$ cat config.mk
export PLATFORM = sky130hd
export DESIGN_NAME = wide_add_seq
export DESIGN_NICKNAME = d
export VERILOG_FILES = /design/src/rtl/wide_add_pkg.sv /design/src/rtl/carrybypass.sv /design/src/rtl/wide_add_seq.sv
export SDC_FILE = /design/constraint.sdc
export NUM_CORES = 1
export LEC_CHECK = 0
export CELL_PAD_IN_SITES_DETAIL_PLACEMENT = 1
export CELL_PAD_IN_SITES_GLOBAL_PLACEMENT = 2
export CORE_ASPECT_RATIO = 0.7
export CORE_MARGIN = 2
export CORE_UTILIZATION = 29
export DETAILED_ROUTE_END_ITERATION = 16
export PLACE_DENSITY = 0.83
export SYNTH_ARGS = -nofsm -noshare
export SYNTH_HDL_FRONTEND = slang
export SYNTH_SLANG_ARGS = --single-unit
export TNS_END_PERCENT = 100
$ cat constraint.sdc
create_clock -name clk -period 9.5 [get_ports clk]
set_input_delay 1.9 -clock clk [delete_from_list [all_inputs] [get_ports clk]]
set_output_delay 1.9 -clock clk [all_outputs]
set_load 0.02 [all_outputs]
$ cat src/rtl/wide_add_pkg.sv
// Shared definitions for the chunk-serial wide adder: chunk width, sequencer
// states and the operand-width helper.
package wide_add_pkg;

  localparam int CHUNK_W = 16;

  typedef enum logic [1:0] {
    IDLE = 2'd0,
    RUN  = 2'd1,
    DONE = 2'd2
  } state_e;

  function automatic int calcWidth(input int nwords);
    return CHUNK_W * nwords;
  endfunction

endpackage

$ cat src/rtl/carrybypass.sv
// 16-bit carry-bypass adder: four 4-bit ripple blocks, each skipped when every
// bit in the block propagates.
module carrybypass (
  input  logic [15:0] A,
  input  logic [15:0] B,
  input  logic        Cin,
  output logic        Cout,
  output logic [15:0] S
);

  logic [4:0]  w_blkCarry;
  logic [16:0] w_rip;
  logic [3:0]  w_prop;

  // w_rip holds the carry into each bit; a block's entry is the bypass carry
  always_comb begin
    w_blkCarry    = '0;
    w_rip         = '0;
    w_prop        = '0;
    w_blkCarry[0] = Cin;
    for (int b = 0; b < 4; b++) begin
      w_rip[4*b] = w_blkCarry[b];
      for (int i = 0; i < 4; i++) begin
        w_rip[4*b+i+1] = (A[4*b+i] & B[4*b+i]) | ((A[4*b+i] ^ B[4*b+i]) & w_rip[4*b+i]);
      end
      w_prop[b]       = &(A[4*b +: 4] ^ B[4*b +: 4]);
      w_blkCarry[b+1] = w_prop[b] ? w_blkCarry[b] : w_rip[4*b+4];
    end
  end

  assign S    = A ^ B ^ w_rip[15:0];
  assign Cout = w_blkCarry[4];

endmodule

$ cat src/rtl/wide_add_seq.sv
// Wide add/subtract built from one 16-bit adder, fed one chunk per cycle LSB
// first, with the inter-chunk carry held in a register.
module wide_add_seq
  import wide_add_pkg::*;
#(
  parameter int NWORDS = 4
) (
  input  logic                         clk,
  input  logic                         rst,
  input  logic                         in_valid,
  output logic                         in_ready,
  input  logic [calcWidth(NWORDS)-1:0] a_in,
  input  logic [calcWidth(NWORDS)-1:0] b_in,
  input  logic                         cin_in,
  input  logic                         sub_in,
  output logic                         out_valid,
  input  logic                         out_ready,
  output logic [calcWidth(NWORDS)-1:0] sum_out,
  output logic                         cout_out,
  output logic                         ovf_out
);

  localparam int W     = calcWidth(NWORDS);
  localparam int IDX_W = (NWORDS > 1) ? $clog2(NWORDS) : 1;
  localparam logic [IDX_W-1:0] LAST_IDX = IDX_W'(NWORDS - 1);

  state_e             r_state;
  state_e             w_nextState;
  logic [IDX_W-1:0]   r_idx;
  logic               r_carry;
  logic [W-1:0]       r_aSh;
  logic [W-1:0]       r_bSh;
  logic [W-1:0]       r_sum;
  logic               r_cout;
  logic               r_ovf;
  logic               r_outValid;
  logic [CHUNK_W-1:0] w_s;
  logic               w_cout;
  logic               w_accept;
  logic               w_lastChunk;
  logic [W-1:0]       w_sumShifted;

  assign in_ready    = (r_state == IDLE) && !rst;
  assign w_accept    = in_valid && in_ready;
  assign w_lastChunk = (r_idx == LAST_IDX);

  carrybypass u_adder (
    .A    (r_aSh[CHUNK_W-1:0]),
    .B    (r_bSh[CHUNK_W-1:0]),
    .Cin  (r_carry),
    .Cout (w_cout),
    .S    (w_s)
  );

  // Each chunk enters the result from the top so the LSB chunk lands at bit 0
  if (NWORDS == 1) begin : gOneChunk
    assign w_sumShifted = w_s;
  end else begin : gManyChunks
    assign w_sumShifted = {w_s, r_sum[W-1:CHUNK_W]};
  end

  always_ff @(posedge clk) begin
    if (rst) r_state <= IDLE;
    else     r_state <= w_nextState;
  end

  always_comb begin
    w_nextState = r_state;
    case (r_state)
      IDLE:    if (w_accept)    w_nextState = RUN;
      RUN:     if (w_lastChunk) w_nextState = DONE;
      DONE:    if (out_ready)   w_nextState = IDLE;
      default: w_nextState = IDLE;
    endcase
  end

  // Subtraction is folded in at capture as A + ~B + 1
  always_ff @(posedge clk) begin
    if (rst) begin
      r_idx      <= '0;
      r_carry    <= 1'b0;
      r_aSh      <= '0;
      r_bSh      <= '0;
      r_sum      <= '0;
      r_cout     <= 1'b0;
      r_ovf      <= 1'b0;
      r_outValid <= 1'b0;
    end else begin
      case (r_state)
        IDLE: begin
          if (w_accept) begin
            r_aSh   <= a_in;
            r_bSh   <= sub_in ? ~b_in : b_in;
            r_carry <= sub_in | cin_in;
            r_idx   <= '0;
          end
        end
        RUN: begin
          r_sum   <= w_sumShifted;
          r_aSh   <= r_aSh >> CHUNK_W;
          r_bSh   <= r_bSh >> CHUNK_W;
          r_carry <= w_cout;
          r_idx   <= r_idx + IDX_W'(1);
          if (w_lastChunk) begin
            r_cout     <= w_cout;
            r_ovf      <= (r_aSh[CHUNK_W-1] == r_bSh[CHUNK_W-1]) && (w_s[CHUNK_W-1] != r_aSh[CHUNK_W-1]);
            r_outValid <= 1'b1;
          end
        end
        DONE: begin
          if (out_ready) r_outValid <= 1'b0;
        end
        default: ;
      endcase
    end
  end

  assign out_valid = r_outValid;
  assign sum_out   = r_sum;
  assign cout_out  = r_cout;
  assign ovf_out   = r_ovf;

endmodule

==> impl_metrics.json, run 1 <==
{
  "first_pass_iters": 4,
  "cp_num_buf_inv": 3,
  "die_w_um": 212,
  "clockPowerShare": 0.385,
  "synth_fp_nets": 1209,
  "grt_usage": 0.179,
  "drive_gt1_frac": 0.0411,
  "die-area_um2": 31600,
  "grt_pass1_vias": 7732,
  "cp-start-kind": "register",
  "antenna_cells": 0,
  "comb_power_share": 0.161,
  "fin_skew_ps": 12.4,
  "cap_viol_max_count": 0,
  "dp.cells": 1547,
  "status": "complete, no violations",
  "p_leak_nw": 4.04,
  "cts_made_buffers": 17,
  "viasPerCell": 4.88,
  "via_count": 7702,
  "synth_cell_types": 33,
  "ctsHoldBuffers": 0,
  "max_freq_mhz": 126,
  "hold_class": "reg2reg",
  "rsz0062_at_grt": "no",
  "p_per_area_nw_per_um2": 179,
  "final_hold_viol_count": 0,
  "clock_path_buffers": 2,
  "clkLatencyLatePin_ps": 440,
  "slew_violations": 0,
  "path_max_fanout": 3,
  "critPathTopFamily": "adder cells",
  "cts_tree": "built",
  "antenna_left": 0,
  "antenna_found_initial": 0,
  "syn_area_um2": 8760,
  "clkTransAtPathRegs_ps": 70,
  "drt-initial-drc-count": 513,
  "synth_seq_cells": 200,
  "nets": 1348,
  "slowest_stage": "fa_1",
  "syn_inst": 1042,
  "vdd_drop_max_mv": 0.0950,
  "grt_pass1_wl_um": 43600,
  "maxSlewHeadroom": 0.305,
  "cts_setup_buffers": 0,
  "cp.required_ps": 9800,
  "internal_power_mw": 1.49,
  "syn_avg_cell_area_um2": 8.41,
  "fillers": 3482,
  "rows": 53,
  "h-tree-depth": 4,
  "drt_drc_violations_left": 0,
  "grt_max_degree": 99,
  "start_util": 0.294,
  "gp_congestion": 0.804,
  "netSwitchingPower_uw": 580,
  "synthToLayoutAreaGrowth_pct": 31.9,
  "finalSetupViolCount": 0,
  "tightest_slew_ps": 1040,
  "routedWlPerCell_um": 17.7,
  "min_period_ps": 7920,
  "yosysSeqAreaShare": 0.457,
  "yosysWarnings": 0,
  "period_share": 0.834,
  "seqPwrFrac": 0.454,
  "path_class": "reg2reg",
  "portBuffers": 201,
  "max_stage_delay_ps": 440,
  "critPathArrivalTime_ps": 8220,
  "hpwlAfterDp_um": 19100,
  "cpMostUsedCell": "fa_1",
  "drt_wl_total_um": 27900,
  "clock-sinks": 200,
  "layout.cells.non_filler": 1578,
  "ios": 202,
  "post_cts_resized": 0,
  "cts_root_buffer": "clkbuf_16",
  "finalSetupTns_ps": 0,
  "coreArea_um2": 29800,
  "grt_overflow": 0,
  "end_kind": "register",
  "swShare": 0.281,
  "die_h_um": 149
}
## cells by family (layout without fill, tap and decap cells)
kind of cell,count (synthesis),after routing,synth area share
AND/OR/NAND/NOR,390,390,0.174
AO/OA/AOI/OAI,255,255,0.191
flip-flops,200,200,0.457
buffers and inverters,97,248,0.0491
XOR/XNOR,65,65,0.0650
adder cells (fa/ha/maj),33,33,0.0609
multiplexers,2,2,0.00243
## state kept, by name (all words and copies together), names as in the netlist
name	flops
r_state	2
out_valid	1
r_idx	2
ovf_out	1
cout_out	1
r_bSh	64
r_carry	1
r_aSh	64
sum_out	64
## layer usage
metal	GRT usage	share of wire	vias up
met1	0.250	0.50	3727
met2	0.284	0.45	150
met4	0.0412	0.0089	0
li1	-	-	3811
met5	0	0	-
met3	0.0377	0.045	14
## cell usage after synthesis (all sizes together)
master / number / area [um2]
a211oi: 41 / 308
a21bo: 1 / 10.0
a21oi: 106 / 531
a22o: 1 / 8.76
a22oi: 28 / 210
a311oi: 48 / 420
a41oi: 1 / 8.76
and2b: 1 / 7.51
buf: 50 / 254
clkbuf: 39 / 146
dfxtp: 200 / 4000
fa: 16 / 320
ha: 17 / 213
inv: 8 / 30.0
mux2: 1 / 11.3
mux2i: 1 / 10.0
nand2: 259 / 977
nand2b: 3 / 18.8
nand4: 4 / 25.0
nor2: 118 / 445
nor3: 3 / 20.0
nor4b: 1 / 23.8
o21ai: 2 / 10.0
o22ai: 27 / 169
or4: 1 / 7.51
xnor2: 64 / 561
xor2: 1 / 8.76
## layout make-up
| type | instances | area (um2) | share of cell area |
|---|---|---|---|
| multi-input combinational | 745 | 4340 | 0.376 |
| sequential | 200 | 4000 | 0.347 |
| timing repair buffer | 209 | 2070 | 0.179 |
| tap | 385 | 482 | 0.0417 |
| clock buffer | 18 | 429 | 0.0371 |
| clock inverter | 13 | 194 | 0.0168 |
| inverter | 8 | 30.0 | 0.00260 |
## tightest hold or removal path, stage by stage, from the launching register on
cell	delay (ps)
dfxtp_1	310
nand2_1	50
a21oi_1	50
## cell usage in the layout (no fill, tap or decap), drive strengths merged, types with 4 or more instances in the layout
master,n
o22ai,27
inv,12
clkdlybuf4s50,199
fa,16
nor2,118
a22oi,28
a211oi,41
clkbuf,18
a311oi,48
buf,10
xnor2,64
a21oi,106
nand4,4
dfxtp,200
ha,17
bufinv,4
nand2,259
## power groups by stage
stage          combinational, mW  sequential [mW]  clock, mW
5_1_grt                    0.371            0.948      0.857
3_3_place_gp               0.332            0.957          0
6_report                   0.333            0.939      0.795
3_5_place_dp               0.336            0.959          0
2_1_floorplan              0.193            0.952          0
4_1_cts                    0.338            0.940      0.819
## through the flow
step            util  power (mW)  area (um2)  hold WS [ps]  setup WS (ps)
2_1_floorplan      -        1.15        8760           437           2090
3_3_place_gp   0.366        1.29       10900           445           1810
3_5_place_dp   0.366        1.30       10900           449           1580
4_1_cts        0.387        2.10       11600           460           1540
5_1_grt        0.387        2.18       11600           482           1190
6_report       0.387        2.07       11600           456           1580
## path summary, 6_finish.rpt
path                    from         end  slack, ps  cells after the start
hold / removal    sum_out[6]  sum_out[6]        460                      2
setup / recovery    r_aSh[0]     ovf_out       1580                     28
setup reg to reg    r_aSh[0]     ovf_out       1580                     28
hold reg to reg   sum_out[6]  sum_out[6]        460                      2
(Power assumes the default switching activity.)
==> run 2, diff against run 1 <==
--- a/config.mk
+++ b/config.mk
@@ -9,9 +9,9 @@
 export CELL_PAD_IN_SITES_GLOBAL_PLACEMENT = 2
 export CORE_ASPECT_RATIO = 0.7
 export CORE_MARGIN = 2
-export CORE_UTILIZATION = 29
+export CORE_UTILIZATION = 26
 export DETAILED_ROUTE_END_ITERATION = 16
-export PLACE_DENSITY = 0.83
+export PLACE_DENSITY = 0.79
 export SYNTH_ARGS = -nofsm -noshare
 export SYNTH_HDL_FRONTEND = slang
 export SYNTH_SLANG_ARGS = --single-unit
==> constraint.sdc (replaced) <==
create_clock -name clk -period 7 [get_ports clk]
set_input_delay 1.4 -clock clk [delete_from_list [all_inputs] [get_ports clk]]
set_output_delay 1.4 -clock clk [all_outputs]
set_load 0.02 [all_outputs]
==> run 2 against run 1 <==
  * The run now ends with negative setup slack left
  * Clock skew increased by 2.3 ps
  * Sequential share of layout area decreased by 0.33 points
  * Final cell count increased by 3.7%
  * Die area increased by 11%
  * Worst setup slack got worse by 1700 ps
  * First-iteration DRC count decreased by 12%
  * Core utilization decreased by 3.7 points
  * Count of clock-buffer cells in the layout unchanged
  * Critical endpoint unchanged
==> impl_metrics.json, run 2 (same netlist as run 1, synthesis figures left out) <==
{
  "status": "finished with violations",
  "violations": "negative setup slack",
  "hold_class": "reg2reg",
  "cts_tree": "built",
  "critical_path_depth": 28,
  "netSwitchingPower_uw": 817,
  "viasPerCell": 4.77,
  "placed_area_um2": 11100,
  "p_leak_nw": 4.04,
  "r2r-end": "ovf_out",
  "max_stage_delay_ps": 450,
  "final_hold_viol_count": 0,
  "cpMostUsedCell": "fa_2",
  "period_share": 1.02,
  "nets": 1356,
  "gp_congestion": 0.792,
  "start_util": 0.263,
  "design_area_um2": 11700,
  "cp.required_ps": 7300,
  "final_cell_mix": "nand2_1 (257), dfxtp_1 (199), clkdlybuf4s50_1 (199)",
  "max_freq_mhz": 140,
  "path_class": "reg2reg",
  "die-area_um2": 35200,
  "grt_overflow": 0,
  "power_mw": 2.71,
  "routedWlPerCell_um": 17.6,
  "clockPowerShare": 0.358,
  "die_h_um": 158,
  "grt_max_degree": 99,
  "rsz0062_at_grt": "yes",
  "drt_wl_total_um": 28800,
  "p_per_area_nw_per_um2": 232,
  "hpwlAfterDp_um": 19800,
  "cts_made_buffers": 17,
  "slew_violations": 0,
  "ios": 202,
  "die_w_um": 223,
  "drive_gt1_frac": 0.0649,
  "drt_drc_violations_left": 0,
  "grt_pass1_vias": 7862,
  "portBuffers": 201,
  "final_common_cell": "nand2_1",
  "maxSlewHeadroom": 0.296,
  "clock-sinks": 200,
  "h-tree-depth": 4,
  "drt-initial-drc-count": 451,
  "min_period_ps": 7150,
  "clock_path_buffers": 2,
  "cp-startpoint": "r_bSh[0]",
  "cap_viol_max_count": 0,
  "ff2ff_setup_slack_ps": -150,
  "seqPwrFrac": 0.471,
  "worstReg2RegStart": "r_bSh[0]",
  "path_max_fanout": 2,
  "synthToLayoutAreaGrowth_pct": 33.2,
  "coreArea_um2": 33400,
  "first_pass_iters": 4,
  "fillers": 3906,
  "grt_pass1_wl_um": 45200,
  "slowest_stage": "fa_2",
  "antenna_found_initial": 0,
  "clkLatencyLatePin_ps": 450,
  "ctsHoldBuffers": 0,
  "cp-start-kind": "register",
  "rows": 56,
  "internal_power_mw": 1.89,
  "antenna_cells": 0,
  "fin_skew_ps": 14.7,
  "critPathArrivalTime_ps": 7450,
  "endpoint": "ovf_out",
  "end_kind": "register",
  "via_count": 7811,
  "grt_usage": 0.165,
  "vdd_drop_max_mv": 0.160,
  "swShare": 0.301,
  "critPathTopFamily": "adder cells",
  "comb_power_share": 0.171,
  "cp_num_buf_inv": 3,
  "clkTransAtPathRegs_ps": 80,
  "setup_slack_ps": -149,
  "tightest_slew_ps": 1060,
  "cts_root_buffer": "clkbuf_16",
  "reg2regPathDepth": 28,
  "finalSetupViolCount": 1,
  "antenna_left": 0
}
run 2: changes by cell type in the layout (fill, tap and decap cells not counted), sizes merged:
cell | before | now
clkinv | 2 | 5
clkinvlp | 3 | 1
inv | 12 | 16
buf | 10 | 18
bufinv | 4 | 0
run 2: worst min-delay path by stage:
| stage | from | end | cells past startpoint |
|---|---|---|---|
| global route | sum_out[3] | sum_out[3] | 2 |
| CTS | r_aSh[52] | r_aSh[52] | 2 |
| floorplan | r_aSh[48] | r_aSh[48] | 2 |
| global placement | sum_out[12] | sum_out[12] | 2 |
| finish | sum_out[14] | sum_out[14] | 2 |
| detailed placement | r_aSh[52] | r_aSh[52] | 2 |
run 2: through the flow:
step / std cells / util / setup slack (ps) / setup TNS [ps] / hold WS, ps
finish: 1637 / 0.350 / -149 / -149 / 458
detailed placement: 1603 / 0.332 / -320 / -385 / 447
floorplan: 1042 / - / 18.5 / 0 / 437
global route: 1637 / 0.350 / -417 / -586 / 479
global placement: 1603 / 0.332 / -224 / -224 / 445
CTS: 1637 / 0.350 / -200 / -200 / 458
run 2: repair_timing:
item                       in CTS  in global routing
gates resized for setup         4                  4
pin swaps                       3                  1
buffers inserted                2                  0
gates cloned                    0                  0
setup endpoints to repair       3                  4
run 2: cell type report:
class | instances | area [um2] | area share
inverter | 8 | 30.0 | 0.00257
sequential | 200 | 4010 | 0.343
clock inverter | 14 | 130 | 0.0112
timing repair buffer | 217 | 2130 | 0.183
multi-input combinational | 745 | 4400 | 0.377
clock buffer | 18 | 429 | 0.0368
tap | 435 | 544 | 0.0466
run 2: power groups by stage:
stage                     clock network, mW  registers [mW]  logic [mW]
after global placement                    0            1.30       0.462
final                                 0.970            1.28       0.465
after global routing                   1.05            1.29       0.517
after CTS                              1.00            1.28       0.473
after detailed placement                  0            1.30       0.468
after floorplan                           0            1.29       0.265
run 2: per-layer routing:
layer / share of wire / GRT usage / wire [um] / vias up
met5: 0 / 0 / 0 / -
met4: 0.0057 / 0.0390 / 163 / 0
met3: 0.041 / 0.0302 / 1190 / 10
met2: 0.44 / 0.255 / 12800 / 152
met1: 0.51 / 0.239 / 14700 / 3812
li1: - / - / - / 3837
run 2: worst register-to-register path: cells and delay by family, from the launching register on:
kind                       cells  cell delay [ps]
xor gates and xnor gates       1              160
adders and majority gates     16             5450
buffers and inverters          3              180
DFF                            1              320
and+or+nand+nor                5              330
AOI/OAI and AO/OA              2              300
muxes                          1              290
